**config.mk**
```make
export PLATFORM = sky130hd
export DESIGN_NAME = sudoku_group_sweeper_flat
export DESIGN_NICKNAME = d
export VERILOG_FILES = /design/src/rtl/sudoku_group_sweeper_if.sv /design/src/rtl/sudoku_group_sweeper.sv /design/src/flat_wrapper.sv
export SDC_FILE = /design/constraint.sdc
export NUM_CORES = 1
export LEC_CHECK = 0
export CAP_MARGIN = 20
export CORE_AREA = 2 2 102 104
export CTS_CLUSTER_SIZE = 24
export DETAILED_ROUTE_END_ITERATION = 6
export DIE_AREA = 0 0 104 106
export GPL_TIMING_DRIVEN = 0
export PLACE_DENSITY = 0.69
export SLEW_MARGIN = 20
export SYNTH_ARGS = -nofsm -noshare
export SYNTH_HDL_FRONTEND = slang
export SYNTH_SLANG_ARGS = --single-unit
```
**constraint.sdc**
```tcl
create_clock -name clk -period 5.4 [get_ports clk]
set_input_delay 0.81 -clock clk [delete_from_list [all_inputs] [get_ports clk]]
set_output_delay 0.81 -clock clk [all_outputs]
set_load 0.03 [all_outputs]
```
**src/rtl/sudoku_group_sweeper_if.sv**
```systemverilog
// Bus and handshake bundle between the group sweeper and its nine-cell group.
interface sudoku_group_sweeper_if;
   localparam int unsigned N_CELLS = 9;
   localparam int unsigned CNT_W   = 4;
   localparam int unsigned ADDR_W  = 2;

   logic                start;
   logic                busy;
   logic                done;
   logic                conflict;
   logic [CNT_W-1:0]    placed_count;
   logic [CNT_W-1:0]    solved_count;
   logic [N_CELLS-1:0]  cell_oe;
   logic [N_CELLS-1:0]  cell_we;
   logic [ADDR_W-1:0]   address;
   logic                latch_valid;
   logic [N_CELLS-1:0]  bus_in;
   logic [N_CELLS-1:0]  bus_out;
   logic                bus_drive;

   modport master (
      input  start, bus_in,
      output busy, done, conflict, placed_count, solved_count,
             cell_oe, cell_we, address, latch_valid, bus_out, bus_drive
   );

   modport slave (
      output start, bus_in,
      input  busy, done, conflict, placed_count, solved_count,
             cell_oe, cell_we, address, latch_valid, bus_out, bus_drive
   );
endinterface

```
**src/rtl/sudoku_group_sweeper.sv**
```systemverilog
// Sweeps one sudoku group: reads values, broadcasts elimination mask,
// reads candidates back and writes any hidden singles.
module sudoku_group_sweeper (
   input  logic                   clk,
   input  logic                   reset,
   sudoku_group_sweeper_if.master sw
);
   localparam int unsigned N_CELLS = 9;
   localparam int unsigned IDX_W   = 4;
   localparam int unsigned CNT_W   = 4;
   localparam int unsigned ADDR_W  = 2;

   typedef enum logic [2:0] {
      S_IDLE, S_READ_VAL, S_ELIM, S_READ_VALID, S_PLACE_RD, S_PLACE_WR, S_DONE
   } state_t;

   state_t              state_q, state_d;
   logic [IDX_W-1:0]    idx_q, idx_d;
   logic [N_CELLS-1:0]  mask_q, mask_d, solved_q, solved_d;
   logic [N_CELLS-1:0]  once_q, once_d, multi_q, multi_d;
   logic [N_CELLS-1:0]  hidden_q, hidden_d, wdata_q, wdata_d;
   logic                conflict_q, conflict_d;
   logic [CNT_W-1:0]    placed_q, placed_d, solvedc_q, solvedc_d;
   logic                busy_q, busy_d, done_q, done_d;
   logic                latch_valid_q, latch_valid_d, bus_drive_q, bus_drive_d;
   logic [N_CELLS-1:0]  cell_oe_q, cell_oe_d, cell_we_q, cell_we_d;
   logic [N_CELLS-1:0]  bus_out_q, bus_out_d;
   logic [ADDR_W-1:0]   address_q, address_d;

   logic                last_c;
   logic [N_CELLS-1:0]  hit_c, once_c, multi_c, hidden_c, onehot_c;

   // Next-state, datapath and registered output decode.
   always_comb begin
      state_d       = state_q;
      idx_d         = idx_q;
      mask_d        = mask_q;
      solved_d      = solved_q;
      once_d        = once_q;
      multi_d       = multi_q;
      hidden_d      = hidden_q;
      wdata_d       = wdata_q;
      conflict_d    = conflict_q;
      placed_d      = placed_q;
      solvedc_d     = solvedc_q;
      last_c        = (idx_q == IDX_W'(N_CELLS - 1));
      hit_c         = sw.bus_in & hidden_q;
      once_c        = once_q | sw.bus_in;
      multi_c       = multi_q | (once_q & sw.bus_in);
      hidden_c      = once_c & ~multi_c & ~mask_q;

      case (state_q)
         S_IDLE: begin
            if (sw.start) begin
               state_d    = S_READ_VAL;
               idx_d      = '0;
               conflict_d = 1'b0;
               placed_d   = '0;
               solvedc_d  = '0;
               mask_d     = '0;
               solved_d   = '0;
               once_d     = '0;
               multi_d    = '0;
               hidden_d   = '0;
            end
         end
         S_READ_VAL: begin
            if (sw.bus_in != '0) begin
               solved_d[idx_q] = 1'b1;
               solvedc_d       = solvedc_q + CNT_W'(1);
            end
            // Duplicate digit, or a value that is not a single digit.
            if (((sw.bus_in & mask_q) != '0) ||
                ((sw.bus_in & (sw.bus_in - N_CELLS'(1))) != '0))
               conflict_d = 1'b1;
            mask_d = mask_q | sw.bus_in;
            if (last_c) begin
               state_d = S_ELIM;
               idx_d   = '0;
            end else begin
               idx_d = idx_q + IDX_W'(1);
            end
         end
         S_ELIM: begin
            state_d = S_READ_VALID;
            idx_d   = '0;
         end
         S_READ_VALID: begin
            if (!solved_q[idx_q] && (sw.bus_in == '0))
               conflict_d = 1'b1;
            once_d  = once_c;
            multi_d = multi_c;
            if (last_c) begin
               hidden_d = hidden_c;
               idx_d    = '0;
               state_d  = (conflict_d || (hidden_c == '0)) ? S_DONE : S_PLACE_RD;
            end else begin
               idx_d = idx_q + IDX_W'(1);
            end
         end
         S_PLACE_RD: begin
            if (!solved_q[idx_q] && (hit_c != '0) &&
                ((hit_c & (hit_c - N_CELLS'(1))) == '0)) begin
               wdata_d = hit_c;
               state_d = S_PLACE_WR;
            end else begin
               if (!solved_q[idx_q] && (hit_c != '0))
                  conflict_d = 1'b1;
               if (last_c) state_d = S_DONE;
               else        idx_d   = idx_q + IDX_W'(1);
            end
         end
         S_PLACE_WR: begin
            placed_d = placed_q + CNT_W'(1);
            if (last_c) begin
               state_d = S_DONE;
            end else begin
               state_d = S_PLACE_RD;
               idx_d   = idx_q + IDX_W'(1);
            end
         end
         S_DONE:  state_d = S_IDLE;
         default: state_d = S_IDLE;
      endcase

      // Outputs are decoded from the next state so they line up with it.
      onehot_c      = N_CELLS'(1) << idx_d;
      busy_d        = (state_d != S_IDLE) && (state_d != S_DONE);
      done_d        = (state_d == S_DONE);
      cell_oe_d     = ((state_d == S_READ_VAL) || (state_d == S_READ_VALID) ||
                       (state_d == S_PLACE_RD)) ? onehot_c : '0;
      cell_we_d     = (state_d == S_PLACE_WR) ? onehot_c : '0;
      address_d     = ((state_d == S_READ_VALID) || (state_d == S_PLACE_RD)) ?
                      ADDR_W'(2) : ADDR_W'(0);
      latch_valid_d = (state_d == S_ELIM);
      bus_drive_d   = (state_d == S_ELIM) || (state_d == S_PLACE_WR);
      bus_out_d     = (state_d == S_ELIM)     ? ~mask_d :
                      (state_d == S_PLACE_WR) ? wdata_d : '0;
   end

   always_ff @(posedge clk) begin
      if (!reset) begin
         state_q       <= S_IDLE;
         idx_q         <= '0;
         mask_q        <= '0;
         solved_q      <= '0;
         once_q        <= '0;
         multi_q       <= '0;
         hidden_q      <= '0;
         wdata_q       <= '0;
         conflict_q    <= 1'b0;
         placed_q      <= '0;
         solvedc_q     <= '0;
         busy_q        <= 1'b0;
         done_q        <= 1'b0;
         cell_oe_q     <= '0;
         cell_we_q     <= '0;
         address_q     <= '0;
         latch_valid_q <= 1'b0;
         bus_drive_q   <= 1'b0;
         bus_out_q     <= '0;
      end else begin
         state_q       <= state_d;
         idx_q         <= idx_d;
         mask_q        <= mask_d;
         solved_q      <= solved_d;
         once_q        <= once_d;
         multi_q       <= multi_d;
         hidden_q      <= hidden_d;
         wdata_q       <= wdata_d;
         conflict_q    <= conflict_d;
         placed_q      <= placed_d;
         solvedc_q     <= solvedc_d;
         busy_q        <= busy_d;
         done_q        <= done_d;
         cell_oe_q     <= cell_oe_d;
         cell_we_q     <= cell_we_d;
         address_q     <= address_d;
         latch_valid_q <= latch_valid_d;
         bus_drive_q   <= bus_drive_d;
         bus_out_q     <= bus_out_d;
      end
   end

   assign sw.busy         = busy_q;
   assign sw.done         = done_q;
   assign sw.conflict     = conflict_q;
   assign sw.placed_count = placed_q;
   assign sw.solved_count = solvedc_q;
   assign sw.cell_oe      = cell_oe_q;
   assign sw.cell_we      = cell_we_q;
   assign sw.address      = address_q;
   assign sw.latch_valid  = latch_valid_q;
   assign sw.bus_out      = bus_out_q;
   assign sw.bus_drive    = bus_drive_q;
endmodule

```
**src/flat_wrapper.sv**
```systemverilog
// flat-port wrapper written by rule: the top's interface ports become plain ports
module sudoku_group_sweeper_flat 
  (clk, reset, sw_start, sw_bus_in, sw_busy, sw_done, sw_conflict, sw_placed_count, sw_solved_count, sw_cell_oe, sw_cell_we, sw_address, sw_latch_valid, sw_bus_out, sw_bus_drive);
  sudoku_group_sweeper_if sw_i ();
  input  logic clk;
  input  logic reset;
  input wire logic [$bits(sw_i.start)-1:0] sw_start;
  input wire logic [$bits(sw_i.bus_in)-1:0] sw_bus_in;
  output wire logic [$bits(sw_i.busy)-1:0] sw_busy;
  output wire logic [$bits(sw_i.done)-1:0] sw_done;
  output wire logic [$bits(sw_i.conflict)-1:0] sw_conflict;
  output wire logic [$bits(sw_i.placed_count)-1:0] sw_placed_count;
  output wire logic [$bits(sw_i.solved_count)-1:0] sw_solved_count;
  output wire logic [$bits(sw_i.cell_oe)-1:0] sw_cell_oe;
  output wire logic [$bits(sw_i.cell_we)-1:0] sw_cell_we;
  output wire logic [$bits(sw_i.address)-1:0] sw_address;
  output wire logic [$bits(sw_i.latch_valid)-1:0] sw_latch_valid;
  output wire logic [$bits(sw_i.bus_out)-1:0] sw_bus_out;
  output wire logic [$bits(sw_i.bus_drive)-1:0] sw_bus_drive;
  assign sw_i.start = sw_start;
  assign sw_i.bus_in = sw_bus_in;
  assign sw_busy = sw_i.busy;
  assign sw_done = sw_i.done;
  assign sw_conflict = sw_i.conflict;
  assign sw_placed_count = sw_i.placed_count;
  assign sw_solved_count = sw_i.solved_count;
  assign sw_cell_oe = sw_i.cell_oe;
  assign sw_cell_we = sw_i.cell_we;
  assign sw_address = sw_i.address;
  assign sw_latch_valid = sw_i.latch_valid;
  assign sw_bus_out = sw_i.bus_out;
  assign sw_bus_drive = sw_i.bus_drive;
  sudoku_group_sweeper u_core (.clk(clk), .reset(reset), .sw(sw_i));
endmodule
```
# Word-level counts from Yosys, hierarchy flattened
# Index checks and enable logic that the tools add are counted.
# classes
addsub	5
n_lt_le_gt_ge	2
n_eq_ne	19
shift	1
muxes	42
n_bitwise	14
reduce_logical	33
# ops
cell	count
$pmux 9 s2	5
$mux 9	8
$and 9x9->9	7
$or 9x9->9	4
$reduce_bool 9->1	4
$logic_not 9->1	3
$not 9->9	3
$mux 4	6
$pmux 4 s5	1
$pmux 3 s6	1
$sub 9x1->9 const B	2
$pmux 4 s2	2
$eq 3x3->1 const B	5
$mux 3	5
$add 4x1->4 const B	3
$eq 3x2->1 const B	4
$shl 1x4->9 const A	1
$mux 1	8
$ne 2x1->1 const B	4
$reduce_and 2->1	4
$eq 3x1->1 const B	2
$logic_or 1x1->1	6
$mux 2	3
$reduce_and 3->1	2
other kinds (16)	23
# totals
register_bits	103
word_cells	135

# Logic depth before layout (Yosys ltp)
# depth
ltp_word	14
depth_mapped	11
mapped_depth_nobuf	9

# Least setup slack after synthesis
# OpenSTA, ideal clock, no wires.
# synth_path
path_kind	input-to-reg
from	input sw_bus_in[0]
to	register u_core.bus_out_q[7] (netlist: u_core.sw.bus_out[7])
arrival_ps	2994
path_slack_ps	2317
cell_stages	9
path_buffers	2
cell_sequence	buf_6 -> or4_4 -> or3_4 -> nor3_2 -> a32oi_1 -> o311a_2 -> or4b_4 -> buf_6 -> o32ai_2
# synth_via
elab_chain_cells	13
elab_cells_between_ends	29
# synth_rtl
element	line_no	source
from (decl)	flat_wrapper.sv:8	input wire logic [$bits(sw_i.bus_in)-1:0] sw_bus_in;
parallel branches: the longest is 12 deep, another holds $sub 9x1->9	n/a	
$mux 9 (*)	sudoku_group_sweeper.sv:137	bus_out_d = (state_d == S_ELIM) ? ~mask_d :
to (signal assigned)	sudoku_group_sweeper.sv:181	bus_out_q <= bus_out_d;
to (decl)	sudoku_group_sweeper.sv:27	logic [N_CELLS-1:0] bus_out_q, bus_out_d;
# Every way passes the cells marked *. The select of a mux whose other input is x is not followed.
# A chain may end at the register's enable or synchronous reset.

# Worst setup path in the final report
# layout_path
from	input sw_bus_in[5]
to	register u_core.cell_we_q[8] (netlist: u_core.sw.cell_we[8])
# layout_via
elab_chain_cells	12
elab_cells_between_ends	28
# layout_rtl
element	line_no	source
parallel branches: the longest is 12 deep, another holds $sub 9x1->9	n/a	
to (signal assigned)	sudoku_group_sweeper.sv:177	cell_we_q <= cell_we_d;
to (decl)	sudoku_group_sweeper.sv:26	logic [N_CELLS-1:0] cell_oe_q, cell_oe_d, cell_we_q, cell_we_d;
# Several ways; the timed one is not identified. The select of a mux whose other input is x is not followed.

==> impl_metrics.toml <==
[floorplanning]
fp.dieW_um = 104
initial_core_util = 0.440
io-pin-count = 54
coreArea_um2 = 10000
row_count = 37
fp.dieH_um = 106
die_area_um2 = 11000

[route]
drt-met1-wl_um = 5080
drc = 0
via_per_inst = 5.64
wl_met2_um = 5400
wl_met3_um = 637
drt_iter0_drc = 241
postRouteAntennaNets = 0
drt_first_pass_iters = 5
vias = 4118
top_layer = "met4"
routed_wl_um = 11400
wl_per_cell_um = 15.6

[sta]
fmax_mhz = 278
hold_ws_ns = 0.474
report.final.hold_viol_count = 0
post-route-min-period_ns = 3.60
fin_worst_skew_ns = 0.0137
rsz0062_at_grt = "no"
setup_violations = 0
finalMaxSlewViolations = 0
setup_tns_ns = 0
finalCritPeriodShare = 0.667
max_slew_margin = 0.476
tightest_slew_ns = 0.783

[synthesis]
ys_async_sr_fraction = 0
ys_types = 69
ys_seq_elements = 96
synthTopCellsByArea = "dfxtp_1 (44%), a21oi_1 (8.1%), nor2_1 (7.5%), nand2_1 (3.5%), nor3_1 (2.6%)"
seq_area_frac_synth = 0.437
syn-num-nets = 550
syn-cell-area_um2 = 4400
synthesis.yosys.warnings = 0
ys.flop_type = "dfxtp_1"
synth_edf_count = 0
yosysTopAreaCellShare = 0.437
synth_area_leader_cell = "dfxtp_1"
synth_cells = 531
avgSynthCellArea_um2 = 8.28

[placed_design]
port_buffers = 47
dp_cells = 714
finalWeightedCongestion = 0.921
dp_hpwl_um = 8270

[worst_setup_path]
startpoint = "sw_bus_in[5]"
crit_type = "input port to flop"
path_cells = "clkdlybuf4s50_1 -> a22oi_1 -> o211ai_1 -> a221o_1 -> nor4_2 -> nand2_1 -> nand4b_1 -> nor2_1"
cpLargestDelayFamily = "simple AND/OR/NAND/NOR gates"
r2r_start = "u_core.idx_q[2]"
endpoint_kind = "flop"
critPathMaxFanout = 9
critPathRequiredTime_ns = 5.70
slowest_delay_ns = 0.62
crit_path_start_kind = "input port"
cpMaxStageDelayCell = "nor4_2"
cp.arrival_ns = 3.91
crit_buf_inv = 1

[power_and_ir_drop]
power_leakage_uw = 0.00186
power_uw = 1300
internal_power_uw = 942
switching_share = 0.274
power_switching_uw = 356
p_per_area_nw_per_um2 = 249
power.share.combinational = 0.104
pwr-share-seq = 0.558
ir_worst_vdd_mv = 0.116
clkPwrFrac = 0.338

[global_route]
grt_pass1_wl_um = 18500
grt_pass1_vias = 3781
overflow = 0
grt_antenna_before_repair = 0
grt.total_usage = 0.207
grt_max_degree = 17

[finish]
drive_above_1_share = 0.0741
utilization = 0.522
nets = 608
mostFrequentLayoutCell = "dfxtp_1"
fin_cells = 730
diodes = 0
area_delta_synth_final_pct = 18.7
layout_common_cells = "dfxtp_1 (96), nor2_1 (88), a21oi_1 (71), clkdlybuf4s50_1 (47), nand2_1 (41)"

[cts]
numCtsBuffers = 9
cts_resized = 0
clkSlewWorstSetupHoldPaths_ns = 0.09
clockRootBuffer = "clkbuf_8"
cts_num_sinks = 96
htreeDepth = 3
clk_latency_ns = 0.37
cts_buffer_depth = 2
cts_tree = "done"
cts_setup_buffers = 0
cts_hold_buf = 0

[flow_run]
maxCapViolations = 0

[status]
status = "finished clean"

[min_path]
hold_class = "flop to flop"
hold_start = "u_core.solved_q[3]"
layout make-up:
type	count	area, um^2
multi-input cells	390	2280
well taps	136	170
plain buffers	38	166
clock buffers	10	138
fillers	996	4780
clock inverters	6	42.5
inverters	7	26.3
flip-flops and latches	96	1920
repair buffers	47	470
metal layers:
| layer | up-vias | global-route usage |
|---|---|---|
| met5 | - | 0 |
| met3 | 22 | 0.0307 |
| met2 | 142 | 0.357 |
| li1 | 2013 | - |
| met4 | 0 | 0.0820 |
| met1 | 1941 | 0.263 |
flip-flops by register name, indices dropped and copies added (netlist names), 9 cells and up:
signal	cells
u_core.hidden_q	9
u_core.mask_q	9
u_core.multi_q	9
u_core.once_q	9
u_core.solved_q	9
u_core.sw.bus_out	9
u_core.sw.cell_oe	9
u_core.sw.cell_we	9
synthesized netlist by cell type (5+ instances only):
cell      number
xor2_1         8
clkbuf_1      29
xnor2_1        6
nand4_1        8
nand2_1       41
inv_1          7
o21ai_0        7
nand2b_1       6
or3_1          9
o211ai_1       5
a31oi_1       13
dfxtp_1       96
ha_1           7
nand3_1       16
a21oi_1       71
a22oi_1        5
nor3_1        23
nor2_1        88
through the flow:
| stage | setup slack [ns] | instance area [um^2] |
|---|---|---|
| 2_1_floorplan | 2.32 | 4400 |
| 3_3_place_gp | 1.57 | 5040 |
| 3_5_place_dp | 1.49 | 5040 |
| 4_1_cts | 1.86 | 5220 |
| 5_1_grt | 1.71 | 5220 |
| 6_report | 1.80 | 5220 |
logic make-up after synthesis:
family | share of synthesized area
simple gates | 0.244
other cells | 0.000853
compound gates | 0.215
flops | 0.437
mux | 0.0117
xor+xnor | 0.0279
buf+inv | 0.0438
fa+ha+maj | 0.0199
power by group through the flow:
stage	Combinational (uW)	Clock, uW	Sequential [uW]
final	135	438	724
after floorplan	84.1	0	746
after CTS	134	441	724
after detailed placement	133	0	741
after global placement	131	0	740
after global routing	147	473	726
worst reg2reg max path: stages (launching register included):
cell      delay, ns
dfxtp_1        0.34
clkbuf_1       0.34
nand3b_1       0.16
a21oi_1        0.10
o41a_1         0.46
nor4_2         0.57
nand2_1        0.51
nand4b_1       0.38
nor2_1         0.13
worst paths after layout:
kind | endpoint | slack [ns] | depth (start not counted)
setup / recovery | u_core.sw.cell_we[8] | 1.80 | 8
setup reg to reg | u_core.sw.cell_we[8] | 2.35 | 8
hold / removal | u_core.solved_q[3] | 0.47 | 2
hold reg to reg | u_core.solved_q[3] | 0.47 | 2
(Power assumes the default switching activity.)
